File: config.mk
export PLATFORM = sky130hd
export DESIGN_NAME = vector_scalar_reduce_unit_flat
export DESIGN_NICKNAME = d
export VERILOG_FILES = /design/src/rtl/vector_scalar_reduce_unit_pkg.sv /design/src/rtl/vector_scalar_reduce_unit_if.sv /design/src/rtl/vector_adder_tree.sv /design/src/rtl/vector_scalar_reduce_unit.sv /design/src/flat_wrapper.sv
export SDC_FILE = /design/constraint.sdc
export NUM_CORES = 2
export LEC_CHECK = 0
export CORE_MARGIN = 5
export CORE_UTILIZATION = 45
export DETAILED_ROUTE_END_ITERATION = 10
export PLACE_DENSITY = 0.66
export SYNTH_ARGS = -nofsm -noshare
export SYNTH_HDL_FRONTEND = slang
export SYNTH_SLANG_ARGS = --single-unit
export TNS_END_PERCENT = 100
File: constraint.sdc
create_clock -name clk -period 6.1 [get_ports clk]
set_clock_uncertainty 0.1 [all_clocks]
set_input_delay 0.61 -clock clk [delete_from_list [all_inputs] [get_ports clk]]
set_output_delay 0.61 -clock clk [all_outputs]
set_load 0.005 [all_outputs]
File: src/rtl/vector_scalar_reduce_unit_pkg.sv
// Shared encodings for the vector scalar reduce unit.
// Op codes, frame-flag bit positions and a width helper.
package vector_scalar_reduce_unit_pkg;

  localparam logic [7:0] OP_PASS    = 8'd0;
  localparam logic [7:0] OP_SUM     = 8'd1;
  localparam logic [7:0] OP_ACC     = 8'd2;
  localparam logic [7:0] OP_SUM_ACC = 8'd3;

  localparam int EOF_BIT = 0;
  localparam int BOF_BIT = 0;

  function automatic int chain_w(input int n);
    return (n > 1) ? $clog2(n) : 1;
  endfunction

endpackage

File: src/rtl/vector_scalar_reduce_unit_if.sv
// Vector stream bundle between the filter-reduce stage and
// the scalar reduce unit, plus the unit's result stream.
interface vector_scalar_reduce_unit_if #(
  parameter int N          = 8,
  parameter int DATA_WIDTH = 32,
  parameter int MAX_CHAINS = 4
);
  import vector_scalar_reduce_unit_pkg::*;

  localparam int CW = chain_w(MAX_CHAINS);

  logic                           valid_in;
  logic [1:0]                     eof_in;
  logic [1:0]                     bof_in;
  logic [CW-1:0]                  chainId_in;
  logic [N-1:0][DATA_WIDTH-1:0]   vector_in;

  logic                           valid_out;
  logic [1:0]                     eof_out;
  logic [1:0]                     bof_out;
  logic [CW-1:0]                  chainId_out;
  logic [N-1:0][DATA_WIDTH-1:0]   vector_out;

  modport master (
    output valid_in, eof_in, bof_in, chainId_in, vector_in,
    input  valid_out, eof_out, bof_out, chainId_out, vector_out
  );

  modport slave (
    input  valid_in, eof_in, bof_in, chainId_in, vector_in,
    output valid_out, eof_out, bof_out, chainId_out, vector_out
  );

endinterface

File: src/rtl/vector_adder_tree.sv
// Combinational wrapping sum of all lanes of a vector.
// Sum is taken modulo 2^DATA_WIDTH.
module vector_adder_tree #(
  parameter int N          = 8,
  parameter int DATA_WIDTH = 32
) (
  input  logic [N-1:0][DATA_WIDTH-1:0] lanes,
  output logic [DATA_WIDTH-1:0]        sum
);

  always_comb begin
    sum = '0;
    for (int i = 0; i < N; i++) begin
      sum = sum + lanes[i];
    end
  end

endmodule

File: src/rtl/vector_scalar_reduce_unit.sv
// Per-chain vector reduce: passthrough, lane-sum, frame accumulate.
// Two-cycle pipeline; op table loaded over the config byte stream.
module vector_scalar_reduce_unit
  import vector_scalar_reduce_unit_pkg::*;
#(
  parameter int N                  = 8,
  parameter int DATA_WIDTH         = 32,
  parameter int MAX_CHAINS         = 4,
  parameter int PERSONAL_CONFIG_ID = 1,
  parameter logic [MAX_CHAINS-1:0][7:0] INITIAL_FIRMWARE_OP = '0
) (
  input  logic       clk,
  input  logic       rst_n,
  input  logic       tracing,
  input  logic [7:0] configId,
  input  logic [7:0] configData,
  vector_scalar_reduce_unit_if.slave bus
);

  localparam int CW = chain_w(MAX_CHAINS);
  localparam int BW = $clog2(MAX_CHAINS + 1);

  typedef logic [N-1:0][DATA_WIDTH-1:0] vec_t;

  logic [MAX_CHAINS-1:0][7:0] fw_op;
  logic [BW-1:0]              byte_cnt;
  logic                       cfg_hit;
  logic                       cfg_take;

  vec_t                  acc [MAX_CHAINS];

  logic                  s1_valid;
  logic [1:0]            s1_eof;
  logic [1:0]            s1_bof;
  logic [CW-1:0]         s1_chain;
  vec_t                  s1_vec;

  logic [7:0]            op;
  logic [DATA_WIDTH-1:0] lane_sum;
  vec_t                  acc_base;
  vec_t                  acc_new;
  vec_t                  nxt_vec;
  logic                  nxt_valid;
  logic                  acc_we;

  logic                  out_valid;
  logic [1:0]            out_eof;
  logic [1:0]            out_bof;
  logic [CW-1:0]         out_chain;
  vec_t                  out_vec;

  assign cfg_hit  = !tracing &&
                    (configId == 8'(PERSONAL_CONFIG_ID));
  assign cfg_take = cfg_hit &&
                    (byte_cnt < BW'(MAX_CHAINS));

  always_ff @(posedge clk or negedge rst_n) begin
    if (!rst_n) begin
      fw_op    <= INITIAL_FIRMWARE_OP;
      byte_cnt <= '0;
    end else if (cfg_take) begin
      fw_op[byte_cnt[CW-1:0]] <= configData;
      byte_cnt <= byte_cnt + 1'b1;
    end else if (!cfg_hit) begin
      byte_cnt <= '0;
    end
  end

  always_ff @(posedge clk or negedge rst_n) begin
    if (!rst_n) begin
      s1_valid <= 1'b0;
      s1_eof   <= '0;
      s1_bof   <= '0;
      s1_chain <= '0;
      s1_vec   <= '0;
    end else begin
      s1_valid <= tracing & bus.valid_in;
      s1_eof   <= bus.eof_in;
      s1_bof   <= bus.bof_in;
      s1_chain <= bus.chainId_in;
      s1_vec   <= bus.vector_in;
    end
  end

  vector_adder_tree #(
    .N          (N),
    .DATA_WIDTH (DATA_WIDTH)
  ) u_sum (
    .lanes (s1_vec),
    .sum   (lane_sum)
  );

  // Accumulators commit on the same edge the result registers,
  // so a same-chain follower in stage 1 already sees the update.
  always_comb begin
    op        = fw_op[s1_chain];
    acc_base  = s1_bof[BOF_BIT] ? '0 : acc[s1_chain];
    acc_new   = acc_base;
    nxt_vec   = s1_vec;
    nxt_valid = s1_valid;
    acc_we    = 1'b0;
    unique case (1'b1)
      op == OP_SUM: begin
        nxt_vec    = '0;
        nxt_vec[0] = lane_sum;
      end
      op == OP_ACC: begin
        for (int i = 0; i < N; i++) begin
          acc_new[i] = acc_base[i] + s1_vec[i];
        end
        nxt_vec   = acc_new;
        nxt_valid = s1_valid & s1_eof[EOF_BIT];
        acc_we    = s1_valid;
      end
      op == OP_SUM_ACC: begin
        acc_new    = '0;
        acc_new[0] = acc_base[0] + lane_sum;
        nxt_vec    = acc_new;
        nxt_valid  = s1_valid & s1_eof[EOF_BIT];
        acc_we     = s1_valid;
      end
      default: ;
    endcase
  end

  always_ff @(posedge clk or negedge rst_n) begin
    if (!rst_n) begin
      for (int c = 0; c < MAX_CHAINS; c++) acc[c] <= '0;
    end else if (cfg_take) begin
      for (int c = 0; c < MAX_CHAINS; c++) acc[c] <= '0;
    end else if (tracing && acc_we) begin
      acc[s1_chain] <= acc_new;
    end
  end

  always_ff @(posedge clk or negedge rst_n) begin
    if (!rst_n) begin
      out_valid <= 1'b0;
      out_eof   <= '0;
      out_bof   <= '0;
      out_chain <= '0;
      out_vec   <= '0;
    end else begin
      out_valid <= tracing & nxt_valid;
      out_eof   <= s1_eof;
      out_bof   <= s1_bof;
      out_chain <= s1_chain;
      out_vec   <= nxt_vec;
    end
  end

  assign bus.valid_out   = out_valid;
  assign bus.eof_out     = out_eof;
  assign bus.bof_out     = out_bof;
  assign bus.chainId_out = out_chain;
  assign bus.vector_out  = out_vec;

endmodule

File: src/flat_wrapper.sv
// flat-port wrapper written by rule: the top's interface ports become plain ports
module vector_scalar_reduce_unit_flat import vector_scalar_reduce_unit_pkg::*;
#(
  parameter int N                  = 8,
  parameter int DATA_WIDTH         = 32,
  parameter int MAX_CHAINS         = 4,
  parameter int PERSONAL_CONFIG_ID = 1,
  parameter logic [MAX_CHAINS-1:0][7:0] INITIAL_FIRMWARE_OP = '0
)
  (clk, rst_n, tracing, configId, configData, bus_valid_in, bus_eof_in, bus_bof_in, bus_chainId_in, bus_vector_in, bus_valid_out, bus_eof_out, bus_bof_out, bus_chainId_out, bus_vector_out);
  vector_scalar_reduce_unit_if #(.N(N), .DATA_WIDTH(DATA_WIDTH), .MAX_CHAINS(MAX_CHAINS)) bus_i ();
  input  logic clk;
  input  logic rst_n;
  input  logic tracing;
  input  logic [7:0] configId;
  input  logic [7:0] configData;
  input wire logic [$bits(bus_i.valid_in)-1:0] bus_valid_in;
  input wire logic [$bits(bus_i.eof_in)-1:0] bus_eof_in;
  input wire logic [$bits(bus_i.bof_in)-1:0] bus_bof_in;
  input wire logic [$bits(bus_i.chainId_in)-1:0] bus_chainId_in;
  input wire logic [$bits(bus_i.vector_in)-1:0] bus_vector_in;
  output wire logic [$bits(bus_i.valid_out)-1:0] bus_valid_out;
  output wire logic [$bits(bus_i.eof_out)-1:0] bus_eof_out;
  output wire logic [$bits(bus_i.bof_out)-1:0] bus_bof_out;
  output wire logic [$bits(bus_i.chainId_out)-1:0] bus_chainId_out;
  output wire logic [$bits(bus_i.vector_out)-1:0] bus_vector_out;
  assign bus_i.valid_in = bus_valid_in;
  assign bus_i.eof_in = bus_eof_in;
  assign bus_i.bof_in = bus_bof_in;
  assign bus_i.chainId_in = bus_chainId_in;
  assign bus_i.vector_in = bus_vector_in;
  assign bus_valid_out = bus_i.valid_out;
  assign bus_eof_out = bus_i.eof_out;
  assign bus_bof_out = bus_i.bof_out;
  assign bus_chainId_out = bus_i.chainId_out;
  assign bus_vector_out = bus_i.vector_out;
  vector_scalar_reduce_unit #(.N(N), .DATA_WIDTH(DATA_WIDTH), .MAX_CHAINS(MAX_CHAINS), .PERSONAL_CONFIG_ID(PERSONAL_CONFIG_ID), .INITIAL_FIRMWARE_OP(INITIAL_FIRMWARE_OP)) u_core (.clk(clk), .rst_n(rst_n), .tracing(tracing), .configId(configId), .configData(configData), .bus(bus_i));
endmodule
==> metrics.txt <==
status=complete, but fails checks; DRT antenna net count=0; final non-filler cell area=102000 sq um; DIE AREA=194000 sq um; Worst-Margin Slew=1.19 ns; CTS H-tree depth=4; RR Startpoint=u_core.s1_vec[34]; CP max-delay cell=fa_1; Max Transition Viols Final=0; Synth cell types=99; worst setup path start=u_core.s1_vec[34]; I/O Pins=545; setup TNS=-45.63 ns; Clock Sinks=1585; Final Setup Violations=104; TritonRoute pass-1 iters=6; Critical Path RT=6.78 ns; worst hold start=bus_vector_in[192]; Setup crit start kind=flip-flop; Final Hold Fails=0; fin util=0.553; top_reg_cell synth=dfrtp_1; Crit path max-delay family=adder cells; Skew-Pair Late Insertion Delay=0.87 ns; Synth Warn #=0; clk buf depth=3; initial antenna violation count=9; number of global-route vias before repair=67000; Nets=9307; number of maximum-capacitance violations=0; most common cell after layout, fill and taps aside=dfrtp_1; DR vias=67100; GRT Overall Usage=0.309; flops & latches, synth=1585; CP bufs+invs=7; share of the synthesized area in the top cell type=0.476; mapped cell area=83400 sq um; total gr overflow=0; Synth Net Count=8515; HP Class=in2reg; LEAKAGE=46.6 nW; layout cell share with drive strength beyond 1=0.160; ys async rst share=1.00; Post-synth EDFFs=0; PD cells=404 nW/um^2; relative slew slack=0.203; Synth-to-Final Area Change=22.6%; peak supply drop=0.657 mV; # port buffers=544; CP peak stage delay=0.53 ns; worst-path fanout max=4; Rows=158; Synth Area per Inst=10.8 sq um; Worst EP arrival=7.50 ns; most frequent CP cell=fa_1; failing checks=negative setup slack; DP Wirelength=220 mm; Design Power=41.4 mW; Syn Inst Count=7726; largest cells by area after synthesis=dfrtp_1, mux4_2, o21ai_0, ha_1, fa_1; cell taking the most area after synthesis=dfrtp_1; Initial Utilization=0.451; Peak Freq=147 MHz; Tcrit/Tclk final=1.12; Die X-Extent=441 um; most frequent cells in the layout=dfrtp_1, o21ai_0, nand3_1; register area share after synthesis=0.476; endpoint class of the critical path=flip-flop; Die Span Y=441 um; drt wl/cell=27.3 um; Core ar.=185000 sq um; clk slew on worst S/H paths=0.06 ns; number of remaining DRC errors=0; CTS tree=done; Via density=6.01; Final min period=6.82 ns; worst setup margin=-0.723 ns; CTS Buf Count=173; Root Driver=clkbuf_16; DRT iter0 DRCs=6489; RSZ-0062 raised after global routing=true; pin count of the biggest net entering global routing=169; drt total wl=305 mm; placed cell areas=95100 sq um; Setup Crit Path Kind=reg2reg; first-pass GRT wire length=446 mm; gpl congestion=0.948
[metrics by stage]
stage                     std cells  hold slack [ns]  setup slack (ns)
after floorplan                7726            0.214            -0.337
after global placement        10800            0.236            -0.832
after detailed placement      10800            0.238            -0.961
after CTS                     11100           0.0299            -0.875
after global routing          11200           0.0503             -1.07
final                         11200           0.0804            -0.723
[timing repair]
| action | CTS | global route |
|---|---|---|
| pin swaps | 88 | 92 |
| gates cloned | 0 | 0 |
| setup endpoints to repair | 119 | 120 |
| resized for setup | 133 | 88 |
| endpoints found under the hold margin | 96 | 0 |
| hold buffers | 1 | 0 |
| buffers inserted | 27 | 24 |
[synthesized netlist by cell type, drive strengths merged, types with 47 or more instances]
cell    instances
mux4          256
ha            315
nor3           54
inv           418
buf            99
a22oi         120
o21ai        1011
a22o          283
nor2b         287
fa            192
o21bai         47
xnor2         200
a21o          155
dfrtp        1585
a21oi         328
xor2           92
nor2          224
clkbuf        399
nand2         399
nand3         703
[metal layers]
| layer | track usage | vias up | wire length [um] |
|---|---|---|---|
| met1 | 0.399 | 33900 | 119000 |
| met3 | 0.0583 | 717 | 22800 |
| met5 | 0 | - | 15 |
| met4 | 0.210 | 2 | 24900 |
| met2 | 0.476 | 2946 | 138000 |
| li1 | - | 29500 | - |
[flip-flops by register name, indices dropped and copies added, names as in the netlist, 3 cells and up]
register / cells
u_core.acc: 1024
u_core.bus.vector_out: 256
u_core.s1_vec: 256
u_core.fw_op: 32
u_core.byte_cnt: 3
[path summary, 6_finish.rpt]
check | endpoint | slack, ns | cells after the start
worst max-delay path | u_core.acc[799] | -0.72 | 31
worst min register to register | u_core.bus.eof_out[1] | 0.25 | 0
worst min-delay path | u_core.s1_vec[192] | 0.08 | 1
min in group asynchronous | u_core.s1_vec[188] | 0.31 | 2
max in group asynchronous | u_core.acc[325] | 3.98 | 3
worst max register to register | u_core.acc[799] | -0.72 | 31
[layout make-up]
class                   count  area [sq um]
clock inverters            84          1070
multi-input cells        5225         41200
diodes                     12          30.0
repair buffers           1115         10600
well taps                2480          3100
flip-flops and latches   1585         39700
fillers                 15700         82600
inverters                 418          1570
clock buffers             237          5010
[cells by family after synthesis]
logic type | after synthesis | synth area share
compound gates | 2281 | 0.174
xor+xnor | 292 | 0.0308
fa+ha+maj | 507 | 0.0933
buf+inv | 916 | 0.0417
flops | 1585 | 0.476
mux | 312 | 0.0764
simple gates | 1833 | 0.108
[worst register-to-register path: cells and delay by family, from the launching register on]
family,cells,cell delay [ns]
AOI/OAI and AO/OA,12,2.15
xor gates and xnor gates,2,0.38
adders and majority gates,7,2.66
buffers and inverters,7,0.56
DFF,1,0.36
muxes,1,0.34
and+or+nand+nor,2,0.19
[power breakdown]
part	internal, mW	leakage [nW]	switching [mW]
Clock	6.60	2.98	4.62
Sequential	11.4	20.8	0.642
Combinational	8.95	22.8	9.15
Total	26.9	46.6	14.4
(Power assumes the default switching activity.)
